$ cat src/rtl/tx_sched_pkg.sv
// Shared constants for the TX byte-slot scheduler.
//   COM_SYMBOL : idle / sync symbol sent whenever a slot carries no data
//   SLOT_LAST  : last bit position of an 8-cycle byte slot
//   ST_SYNC / ST_ARB : scheduler FSM encoding
package tx_sched_pkg;

    localparam logic [7:0] COM_SYMBOL = 8'hBC;
    localparam logic [2:0] SLOT_LAST  = 3'd7;

    localparam logic [0:0] ST_SYNC = 1'b0;
    localparam logic [0:0] ST_ARB  = 1'b1;

endpackage

$ cat src/rtl/tx_byte_scheduler_rr_arbiter.sv
// rr_arbiter: purely combinational round-robin grant.
//   req        : request vector, one bit per source
//   last_grant : index of the most recently served source
//   grant      : one-hot grant (zero when nothing requests)
//   grant_idx  : binary index of the granted source
//   any_grant  : at least one source requested
// The search starts at last_grant+1 and wraps modulo NUM_REQ, so the
// source just served has the lowest priority in the next round.
module rr_arbiter #(
    parameter  int NUM_REQ = 2,
    localparam int IDX_W   = $clog2(NUM_REQ)
) (
    input  logic [NUM_REQ-1:0] req,
    input  logic [IDX_W-1:0]   last_grant,
    output logic [NUM_REQ-1:0] grant,
    output logic [IDX_W-1:0]   grant_idx,
    output logic               any_grant
);

    // (base + off) mod NUM_REQ; off never exceeds NUM_REQ, so one
    // conditional subtract is enough and works for non-power-of-2 sizes.
    function automatic logic [IDX_W-1:0] wrap_idx(input logic [IDX_W-1:0] base,
                                                  input int off);
        int s;
        s = int'(base) + off;
        if (s >= NUM_REQ) s = s - NUM_REQ;
        return IDX_W'(s);
    endfunction

    always_comb begin
        grant     = '0;
        grant_idx = '0;
        any_grant = 1'b0;
        for (int k = 1; k <= NUM_REQ; k++) begin
            if (!any_grant && req[wrap_idx(last_grant, k)]) begin
                grant[wrap_idx(last_grant, k)] = 1'b1;
                grant_idx = wrap_idx(last_grant, k);
                any_grant = 1'b1;
            end
        end
    end

endmodule

$ cat src/rtl/tx_byte_scheduler.sv
// tx_byte_scheduler: byte-slot scheduler in front of the TX serializer.
// Divides clk_32f into 8-cycle slots, sends SYNC_SYMBOLS COM slots after
// reset, then serves NUM_REQ byte sources round-robin, one byte per slot.
// Optional feature macro: TX_SCHED_SKIP_EN (forced COM skip slot after
// every SKIP_INTERVAL data bytes).
//
// Ports:
//   clk_32f    in   bit clock, 8 cycles per byte slot
//   reset_L    in   asynchronous active-low reset
//   req_valid  in   [NUM_REQ]   source i has a byte pending
//   req_data   in   [8*NUM_REQ] byte of source i at [8i+7:8i]
//   req_ready  out  [NUM_REQ]   one-hot grant, only in the last slot cycle
//   byte_out   out  [8]  byte for the serializer, held for a whole slot
//   byte_valid out       byte_out is data (0 = serializer sends COM)
//   slot_start out       first cycle of a slot
//   active     out       preamble done, arbitration running
//   fsm_state  out       current FSM state (ST_SYNC / ST_ARB), debug view
//
// Handshake: a byte moves from source i when req_valid[i] && req_ready[i]
// at a rising edge of clk_32f. Sources hold req_valid/req_data stable
// until accepted; req_valid must never depend on req_ready, while
// req_ready is a combinational function of req_valid in the slot's last
// cycle (a source raising valid in that cycle is still eligible).
module tx_byte_scheduler
    import tx_sched_pkg::*;
#(
    parameter int NUM_REQ       = 2,
    parameter int SYNC_SYMBOLS  = 4,
    parameter int SKIP_INTERVAL = 16
) (
    input  logic                 clk_32f,
    input  logic                 reset_L,
    input  logic [NUM_REQ-1:0]   req_valid,
    input  logic [8*NUM_REQ-1:0] req_data,
    output logic [NUM_REQ-1:0]   req_ready,
    output logic [7:0]           byte_out,
    output logic                 byte_valid,
    output logic                 slot_start,
    output logic                 active,
    output logic [0:0]           fsm_state
);

    localparam int IDX_W = $clog2(NUM_REQ);

    logic [2:0]       slot_cnt;
    logic [0:0]       state;
    logic [3:0]       sync_cnt;
    logic [IDX_W-1:0] last_grant;

    logic [NUM_REQ-1:0] arb_grant;
    logic [IDX_W-1:0]   arb_idx;
    logic               arb_any;
    logic               slot_end;
    logic               skip_slot;
    logic               grant_en;
    logic [7:0]         sel_byte;

    assign slot_end = (slot_cnt == SLOT_LAST);

    rr_arbiter #(.NUM_REQ(NUM_REQ)) u_arb (
        .req        (req_valid),
        .last_grant (last_grant),
        .grant      (arb_grant),
        .grant_idx  (arb_idx),
        .any_grant  (arb_any)
    );

    assign grant_en  = (state == ST_ARB) && slot_end && !skip_slot;
    assign req_ready = grant_en ? arb_grant : '0;

`ifdef TX_SCHED_SKIP_EN
    // Counts data bytes since the last skip slot; once it reaches
    // SKIP_INTERVAL the following slot is forced to COM and the count
    // restarts. The round-robin pointer is untouched by a skip.
    logic [7:0] data_cnt;

    assign skip_slot = (data_cnt == 8'(SKIP_INTERVAL));

    always_ff @(posedge clk_32f or negedge reset_L) begin
        if (!reset_L) begin
            data_cnt <= 8'd0;
        end else if (state == ST_ARB && slot_end) begin
            if (skip_slot)
                data_cnt <= 8'd0;
            else if (arb_any)
                data_cnt <= data_cnt + 8'd1;
        end
    end
`else
    assign skip_slot = 1'b0;
    logic [7:0] unused_skip_interval;
    assign unused_skip_interval = 8'(SKIP_INTERVAL);
`endif

    // Byte of the granted source.
    always_comb begin
        sel_byte = '0;
        for (int i = 0; i < NUM_REQ; i++) begin
            if (IDX_W'(i) == arb_idx) sel_byte = req_data[8*i +: 8];
        end
    end

    always_ff @(posedge clk_32f or negedge reset_L) begin
        if (!reset_L) begin
            slot_cnt   <= 3'd0;
            state      <= ST_SYNC;
            sync_cnt   <= 4'd0;
            last_grant <= IDX_W'(NUM_REQ - 1);
            byte_out   <= COM_SYMBOL;
            byte_valid <= 1'b0;
        end else begin
            slot_cnt <= slot_cnt + 3'd1;
            // Everything that changes the presented byte happens on the
            // edge that closes a slot, so byte_out holds for 8 cycles.
            if (slot_end) begin
                if (state == ST_SYNC) begin
                    byte_out   <= COM_SYMBOL;
                    byte_valid <= 1'b0;
                    if (sync_cnt == 4'(SYNC_SYMBOLS - 1))
                        state <= ST_ARB;
                    else
                        sync_cnt <= sync_cnt + 4'd1;
                end else if (grant_en && arb_any) begin
                    byte_out   <= sel_byte;
                    byte_valid <= 1'b1;
                    last_grant <= arb_idx;
                end else begin
                    byte_out   <= COM_SYMBOL;
                    byte_valid <= 1'b0;
                end
            end
        end
    end

    assign slot_start = (slot_cnt == 3'd0);
    assign active     = (state == ST_ARB);
    assign fsm_state  = state;

endmodule
$ cat config.mk
export PLATFORM = sky130hd
export DESIGN_NAME = tx_byte_scheduler
export DESIGN_NICKNAME = d
export VERILOG_FILES = /design/src/rtl/tx_sched_pkg.sv /design/src/rtl/tx_byte_scheduler_rr_arbiter.sv /design/src/rtl/tx_byte_scheduler.sv
export SDC_FILE = /design/constraint.sdc
export NUM_CORES = 1
export LEC_CHECK = 0
export ABC_AREA = 0
export CAP_MARGIN = 20
export CORE_ASPECT_RATIO = 1.1
export CORE_MARGIN = 2
export CORE_UTILIZATION = 59
export CTS_CLUSTER_SIZE = 24
export DETAILED_ROUTE_END_ITERATION = 16
export DONT_BUFFER_PORTS = 1
export MAX_ROUTING_LAYER = met4
export PLACE_DENSITY = 0.76
export SLEW_MARGIN = 20
export SYNTH_ARGS = -nofsm -noshare
export SYNTH_HDL_FRONTEND = slang
export SYNTH_SLANG_ARGS = --single-unit
$ cat constraint.sdc
create_clock -name clk_32f -period 2.1 [get_ports clk_32f]
set_input_delay 0.21 -clock clk_32f [delete_from_list [all_inputs] [get_ports clk_32f]]
set_output_delay 0.21 -clock clk_32f [all_outputs]
set_load 0.02 [all_outputs]
==> results of run 1 <==
## routing by layer
| metal | wire (um) | part of all wire | vias to the layer above | track usage |
|---|---|---|---|---|
| li1 | - | - | 275 | - |
| met1 | 651 | 0.43 | 269 | 0.221 |
| met2 | 767 | 0.51 | 24 | 0.295 |
| met3 | 96 | 0.063 | 0 | 0.0402 |
| met4 | 0 | 0 | 0 | 0.0600 |
| met5 | 0 | 0 | - | - |
## through the flow
| step | cell area (sq um) | power (uW) |
|---|---|---|
| 3_5_place_dp | 880 | 442 |
| 2_1_floorplan | 876 | 437 |
| 3_3_place_gp | 880 | 441 |
| 4_1_cts | 926 | 626 |
| 5_1_grt | 928 | 645 |
| 6_report | 928 | 614 |
## synthesized netlist by cell type
| library cell | n |
|---|---|
| sky130_fd_sc_hd__a21bo_1 | 1 |
| sky130_fd_sc_hd__a21boi_2 | 1 |
| sky130_fd_sc_hd__a21o_1 | 1 |
| sky130_fd_sc_hd__a21oi_1 | 8 |
| sky130_fd_sc_hd__a31oi_1 | 2 |
| sky130_fd_sc_hd__buf_2 | 1 |
| sky130_fd_sc_hd__buf_4 | 1 |
| sky130_fd_sc_hd__buf_6 | 1 |
| sky130_fd_sc_hd__dfrtp_1 | 12 |
| sky130_fd_sc_hd__dfstp_2 | 6 |
| sky130_fd_sc_hd__ha_1 | 4 |
| sky130_fd_sc_hd__inv_1 | 7 |
| sky130_fd_sc_hd__mux2_4 | 2 |
| sky130_fd_sc_hd__mux2i_1 | 3 |
| sky130_fd_sc_hd__nand2_1 | 6 |
| sky130_fd_sc_hd__nand4_1 | 1 |
| sky130_fd_sc_hd__nor2_1 | 7 |
| sky130_fd_sc_hd__nor2b_1 | 2 |
| sky130_fd_sc_hd__nor2b_2 | 1 |
| sky130_fd_sc_hd__nor2b_4 | 1 |
| sky130_fd_sc_hd__nor3_1 | 1 |
| sky130_fd_sc_hd__nor3b_4 | 1 |
| sky130_fd_sc_hd__o211ai_2 | 1 |
| sky130_fd_sc_hd__o21ai_1 | 1 |
| sky130_fd_sc_hd__o22ai_1 | 3 |
| sky130_fd_sc_hd__o32ai_1 | 1 |
| sky130_fd_sc_hd__xnor2_1 | 1 |
| sky130_fd_sc_hd__xor2_1 | 1 |
## report_power, final
part	leakage, uW	internal [uW]	switching [uW]
registers	0.000202	372	30.5
clock network	0.0000150	73.6	96.4
logic	0.000215	17.8	24.1
total	0.000432	463	151
## kinds of logic after synthesis
| group | count (synthesis) |
|---|---|
| muxes | 5 |
| and+or+nand+nor | 20 |
| xor gates and xnor gates | 2 |
| AOI/OAI and AO/OA | 19 |
| DFF | 18 |
| buffers and inverters | 10 |
| adders and majority gates | 4 |
## layout make-up
class	count	area share
flip-flops and latches	18	0.493
multi-input cells	50	0.399
repair buffers	3	0.0296
clock buffers	4	0.0283
inverters	7	0.0283
well taps	16	0.0216
## repair_timing
item	4_1_cts	5_1_grt
resized for setup	0	1
hold buffers	2	0
endpoints found under the setup margin	0	1
endpoints found under the hold margin	19	0
## sequential cells by signal (all words and copies together), names as in the netlist
register and flops:
slot_cnt 3, byte_valid 1, byte_out 8, active 1, last_grant 1, sync_cnt 4
## worst min path at each step
stage / cells past startpoint / slack [ns] / endpoint
after CTS: 2 / 0.006 / byte_out[2]
after floorplan: 0 / -0.09 / active
after global routing: 2 / 0.005 / byte_out[2]
after global placement: 0 / -0.09 / byte_out[0]
final: 2 / 0.02 / byte_out[2]
after detailed placement: 0 / -0.09 / byte_out[0]
==> results.txt, run 1 <==
----------------------------------------------------
[Synth]
  Post-Synthesis Cells ... 78
  Post-synthesis compound-gate area fraction ... 0.144
  Area share of and/or/nand/nor cells after synthesis ... 0.130
  Post-Synth Adder-Cell Area ... 0.0571
  Synthesized flop and latch total ... 18
  Post-synthesis cell area ... 876 sq um
  Nets in the synthesized netlist ... between 100 and 150
  Cell taking the most area after synthesis ... sky130_fd_sc_hd__dfrtp_1
  Number of distinct library cell variants in the gate-level netlist after synthesis ... 28
  Combinational family with the most area after synthesis ... compound AO/OA/AOI/OAI gates
  Portion of synthesized cell area occupied by the leading cell type ... 0.343
  Yosys warnings ... 0
  Seq/Total Area, Yosys ... 0.523
  Synth area leaders ... sky130_fd_sc_hd__dfrtp_1 34%, sky130_fd_sc_hd__dfstp_2 18%, sky130_fd_sc_hd__ha_1 5.7%
  Mux share of post-synthesis cell area ... 0.0686
  Post-synthesis average cell area ... around 11 sq um
  Post-synthesis xor/xnor area fraction ... 0.0200

[Worst setup path]
  Critical register-to-register path endpoint ... sync_cnt[1]
  Type of the setup path with the least slack ... flip-flop to primary output
  Cell with the most instances on the worst path ... sky130_fd_sc_hd__ha_1
  Cell-by-cell trace of the critical path ... ha_1 -> ha_1 -> o211ai_2 -> nor2_2
  Top delay family on crit path ... adder cells
  Critical Path Source Type ... flip-flop
  Highest fanout seen on the critical path ... 10
  Worst r2r src ... slot_cnt[0]
  Buffers plus inverters on the worst setup path ... 0
  Last element of the critical path ... req_ready[0]
  Number of cells on the worst reg-to-reg path ... 5
  Number of gates on the worst path with buffers counted ... 4
  CP required ... 1.89 ns
  Slowest cell on the critical path ... sky130_fd_sc_hd__dfrtp_1
  Slowest Stage Delay on Critical Path ... 0.37 ns
  Worst setup path startpoint ... slot_cnt[0]
  Arrival @ worst endpoint ... 1.74 ns
  Crit path capture type ... primary output
  R2R Setup Slk ... 0.40 ns

[Power]
  Lkg Pwr ... ~0.00043 uW
  Pwr dens ... between 600 and 700 nW/um^2
  Largest vdd supply drop ... 404 uV

[Final layout]
  Antenna diode instance count ... 0
  Commonest non-fill, non-tap cell in the layout ... sky130_fd_sc_hd__dfrtp_1
  Growth of design area from synthesis to finish ... 6.00%
  Cell Count, Final, Fillers Out ... about 100
  Number of nets in the layout ... 107
  Highest-count cells in the layout ignoring fill and taps ... 12 x sky130_fd_sc_hd__dfrtp_1, 8 x sky130_fd_sc_hd__a21oi_1, 7 x sky130_fd_sc_hd__inv_1
  Number of fill cells in the layout ... 117
  Utilization after layout ... 0.671
  Sequential cell area in the final layout ... 458 sq um
  Fraction of layout cells with a size suffix above 1 ... 0.220
  Area taken by multi-input logic gates ... roughly 370 sq um

[Detailed routing]
  Detail-routed via count per cell ... 5.80
  Antenna-violating nets left ... 0
  DRT iter0 DRCs ... 3
  Wire per inst ... 15.4 um
  Drt pass-1 iters ... 4
  Detailed Route WL ... 1510 um
  # DRC ... 0
  Routed vias ... 568

[STA]
  Period utilization ... 0.928
  Final number of setup-violating endpoints ... 0
  Largest clock skew in the final design ... 0.00911 ns
  Slew @ Worst Pin ... 0.782 ns
  Final hold vios ... 0
  Slew Limit Fails ... 0
  Max Clock Freq ... slightly above 500 MHz
  Headroom to the max-slew limit ... 0.477
  Final sum of negative setup slack ... 0 ns
  WHS ... 0.0186 ns
  Post-layout worst setup margin ... 0.152 ns
  RSZ-0062 raised after global routing ... no
  Min Tclk post-route ... 1.95 ns

[Floorplanning]
  Initial cell density of the core ... 0.633
  Die Wd ... 40.7 um
  Full die area ... 1810 sq um
  Cell Rows ... 14
  Overall die height ... 44.4 um
  # IOs ... 34
  Core area ... approximately 1400 sq um

[GRT]
  Congestion Overflow GR ... 0
  Antenna violations before repair ... 0
  First-pass GRT wire length ... approximately 2200 um
  Gr usage total ... 0.183
  Via count of the first global-routing pass ... 540
  Largest net degree at the start of global routing ... 19

[Placed design]
  Routability congestion estimate ... 0.730
  Placement Setup Slack ... 0.383 ns
  Final HPWL from detailed placement ... around 1200 um
  IO buf count ... 0
  Placed Cells incl. Taps ... 92

[CTS]
  Clk Latency, worst-skew pair ... 0.28 ns
  Total number of clock tree sinks ... 18
  Clock Root Buffer ... sky130_fd_sc_hd__clkbuf_4
  Clock tree buffer depth ... 2
  CTS buffer count ... 3
  Clock tree from TritonCTS ... yes
  Number of H-tree branching levels ... 1
  Setup Fix Bufs, Post-CTS ... 0
  Clock transition at the registers of the reported paths ... 0.09 ns

[Worst hold path]
  Kind of path behind the tightest hold check ... primary input to flip-flop
  HP Start ... req_data[2]

[Run status]
  Outcome ... finished, final reports clean

[Flow run]
  Max-Cap Viols ... 0

----------------------------------------------------
Note: power is estimated with default switching activity, not from simulation.
==> run 2, diff against run 1 <==
--- a/config.mk
+++ b/config.mk
@@ -15,7 +15,6 @@
 export DONT_BUFFER_PORTS = 1
 export MAX_ROUTING_LAYER = met4
 export PLACE_DENSITY = 0.76
-export SLEW_MARGIN = 20
 export SYNTH_ARGS = -nofsm -noshare
 export SYNTH_HDL_FRONTEND = slang
 export SYNTH_SLANG_ARGS = --single-unit
==> results of run 2 <==
Final layout, timing and power as in run 1 (identical DEF).
==> run 3, diff against run 2 <==
--- a/config.mk
+++ b/config.mk
@@ -13,6 +13,7 @@
 export CTS_CLUSTER_SIZE = 24
 export DETAILED_ROUTE_END_ITERATION = 16
 export DONT_BUFFER_PORTS = 1
+export GPL_TIMING_DRIVEN = 0
 export MAX_ROUTING_LAYER = met4
 export PLACE_DENSITY = 0.76
 export SYNTH_ARGS = -nofsm -noshare
==> constraint.sdc (replaced) <==
create_clock -name clk_32f -period 1.8 [get_ports clk_32f]
set_input_delay 0.18 -clock clk_32f [delete_from_list [all_inputs] [get_ports clk_32f]]
set_output_delay 0.18 -clock clk_32f [all_outputs]
set_load 0.02 [all_outputs]
==> run 3 against run 2 <==
Compared with the run above: via count grew 5.3%; cell count grew 6.1%; core utilization grew 6.0 points; clock skew shrank 0.0057 ns; combinational power grew 49%; die area is the same; global-route usage grew 3.5 points; sequential cell count is the same; total power grew 28%; largest power group unchanged; sequential share of layout area shrank 4.0 points; first-iteration DRC count grew to 3.3 times the previous value; non-clock buffer count grew 6.
==> results.txt, run 3 (synthesized netlist as in run 1, its figures left out) <==
----------------------------------------------------
[CTS]
  Setup Fix Bufs, Post-CTS ... 0
  Number of H-tree branching levels ... 1
  CTS buffer count ... 3
  Clk Latency, worst-skew pair ... around 0.30 ns
  Total number of clock tree sinks ... 18
  Clock transition at the registers of the reported paths ... 0.10 ns
  Clock tree buffer depth ... 2
  Clock tree from TritonCTS ... yes
  Clock Root Buffer ... sky130_fd_sc_hd__clkbuf_4

[Flow run]
  Max-Cap Viols ... 0

[STA]
  Largest clock skew in the final design ... 0.00338 ns
  Max Clock Freq ... 601 MHz
  RSZ-0062 raised after global routing ... no
  Final number of setup-violating endpoints ... 0
  WHS ... 0.0629 ns
  Min Tclk post-route ... 1.66 ns
  Slew Limit Fails ... 0
  Headroom to the max-slew limit ... 0.481
  Final hold vios ... 0
  Final sum of negative setup slack ... 0 ns
  Period utilization ... 0.924
  Slew @ Worst Pin ... 0.776 ns

[Detailed routing]
  Wire per inst ... 15.9 um
  Antenna-violating nets left ... 0
  Detail-routed via count per cell ... ~5.8
  # DRC ... 0
  Detailed Route WL ... 1650 um
  Drt pass-1 iters ... 4
  Routed vias ... 598
  DRT iter0 DRCs ... 10

[Power]
  Lkg Pwr ... 0.000475 uW
  Largest vdd supply drop ... 454 uV
  Pwr dens ... 775 nW/um^2

[Final layout]
  Number of fill cells in the layout ... 102
  Growth of design area from synthesis to finish ... 15.4%
  Number of flip-flops under the largest register name ... 8
  Number of nets in the layout ... 113
  Register with the most flip-flops ... byte_out
  Antenna diode instance count ... 0
  Highest-count cells in the layout ignoring fill and taps ... 12 x sky130_fd_sc_hd__dfrtp_1, 8 x sky130_fd_sc_hd__a21oi_1, 7 x sky130_fd_sc_hd__inv_1
  Biggest regs ... byte_out: 8 flops, sync_cnt: 4 flops, slot_cnt: 3 flops
  Fraction of layout cells with a size suffix above 1 ... 0.250
  Final Instance Area ... 1010 sq um
  Sequential cell area in the final layout ... 458 sq um
  Area taken by multi-input logic gates ... 387 sq um
  Commonest non-fill, non-tap cell in the layout ... sky130_fd_sc_hd__dfrtp_1

[Floorplanning]
  Core area ... 1380 sq um
  Initial cell density of the core ... 0.633
  Overall die height ... between 40 and 50 um
  Full die area ... 1810 sq um
  Die Wd ... around 41 um
  Cell Rows ... 14
  # IOs ... 34

[GRT]
  Largest net degree at the start of global routing ... 19
  First-pass GRT wire length ... 2490 um
  Via count of the first global-routing pass ... 587
  Gr usage total ... 0.218
  Antenna violations before repair ... 0
  Congestion Overflow GR ... 0

[Worst hold path]
  Number of cells on the worst hold path ... 2
  Kind of path behind the tightest hold check ... primary input to flip-flop
  HP Start ... req_data[10]
  Hold worst-path end ... byte_out[2]

[Worst setup path]
  Critical register-to-register path endpoint ... sync_cnt[1]
  Critical Path Source Type ... flip-flop
  Arrival @ worst endpoint ... roughly 1.5 ns
  CP required ... 1.62 ns
  Highest fanout seen on the critical path ... 5
  Worst setup path startpoint ... slot_cnt[0]
  Type of the setup path with the least slack ... flip-flop to primary output
  Worst r2r src ... slot_cnt[0]
  Crit path capture type ... primary output
  R2R Setup Slk ... 0.22 ns
  Number of cells on the worst reg-to-reg path ... 5

[Placed design]
  IO buf count ... 0
  Routability congestion estimate ... 0.707
  Final HPWL from detailed placement ... 1140 um
  Placement Cell Area ... 896 sq um

[Run status]
  Outcome ... finished, final reports clean

----------------------------------------------------
run 3: timing repair:
action                     CTS  global route
setup endpoints to repair    1             2
hold endpoints to repair    23             0
pin swaps                    0             0
hold buffers                 6             0
resized for setup            1             3
run 3: layer usage:
| metal | part of all wire | routed length (um) | global-route usage | vias to the layer above |
|---|---|---|---|---|
| met5 | 0 | 0 | - | - |
| li1 | - | - | - | 285 |
| met4 | 0.0097 | 16 | 0.100 | 0 |
| met2 | 0.54 | 884 | 0.362 | 23 |
| met3 | 0.050 | 83 | 0.0302 | 2 |
| met1 | 0.40 | 668 | 0.250 | 288 |
run 3: worst max-delay path: stages, from the launching register on:
cell and delay (ns):
sky130_fd_sc_hd__dfrtp_1 0.36, sky130_fd_sc_hd__ha_1 0.14, sky130_fd_sc_hd__ha_1 0.27, sky130_fd_sc_hd__nand2_1 0.15
sky130_fd_sc_hd__nor2_2 0.27
run 3: worst max path at each step:
| stage | to | cells past startpoint |
|---|---|---|
| 2_1_floorplan | sync_cnt[1] | 5 |
| 3_3_place_gp | sync_cnt[1] | 5 |
| 3_5_place_dp | sync_cnt[1] | 5 |
| 4_1_cts | req_ready[0] | 4 |
| 5_1_grt | req_ready[1] | 4 |
| 6_report | req_ready[1] | 4 |
run 3: report_power, final:
part / internal, uW / switching [uW] / total [uW]
logic: 29.4 / 33.1 / 62.5
clock network: 123 / 128 / 251
registers: 434 / 35.9 / 470
run 3: area by class of cell:
cell class / count / area share
sequential: 18 / 0.453
multi-input combinational: 50 / 0.382
timing repair buffer: 6 / 0.0594
clock buffer: 4 / 0.0359
inverter: 7 / 0.0260
buffer: 3 / 0.0235
tap: 16 / 0.0198
run 3: stage by stage:
step	power, uW	utilization	std cells	worst slack (ns)
6_report	783	0.731	104	0.137
5_1_grt	815	0.731	104	0.0122
4_1_cts	788	0.719	104	0.0148
3_5_place_dp	521	0.647	94	0.254
3_3_place_gp	517	0.647	94	0.258
2_1_floorplan	510	-	78	0.313
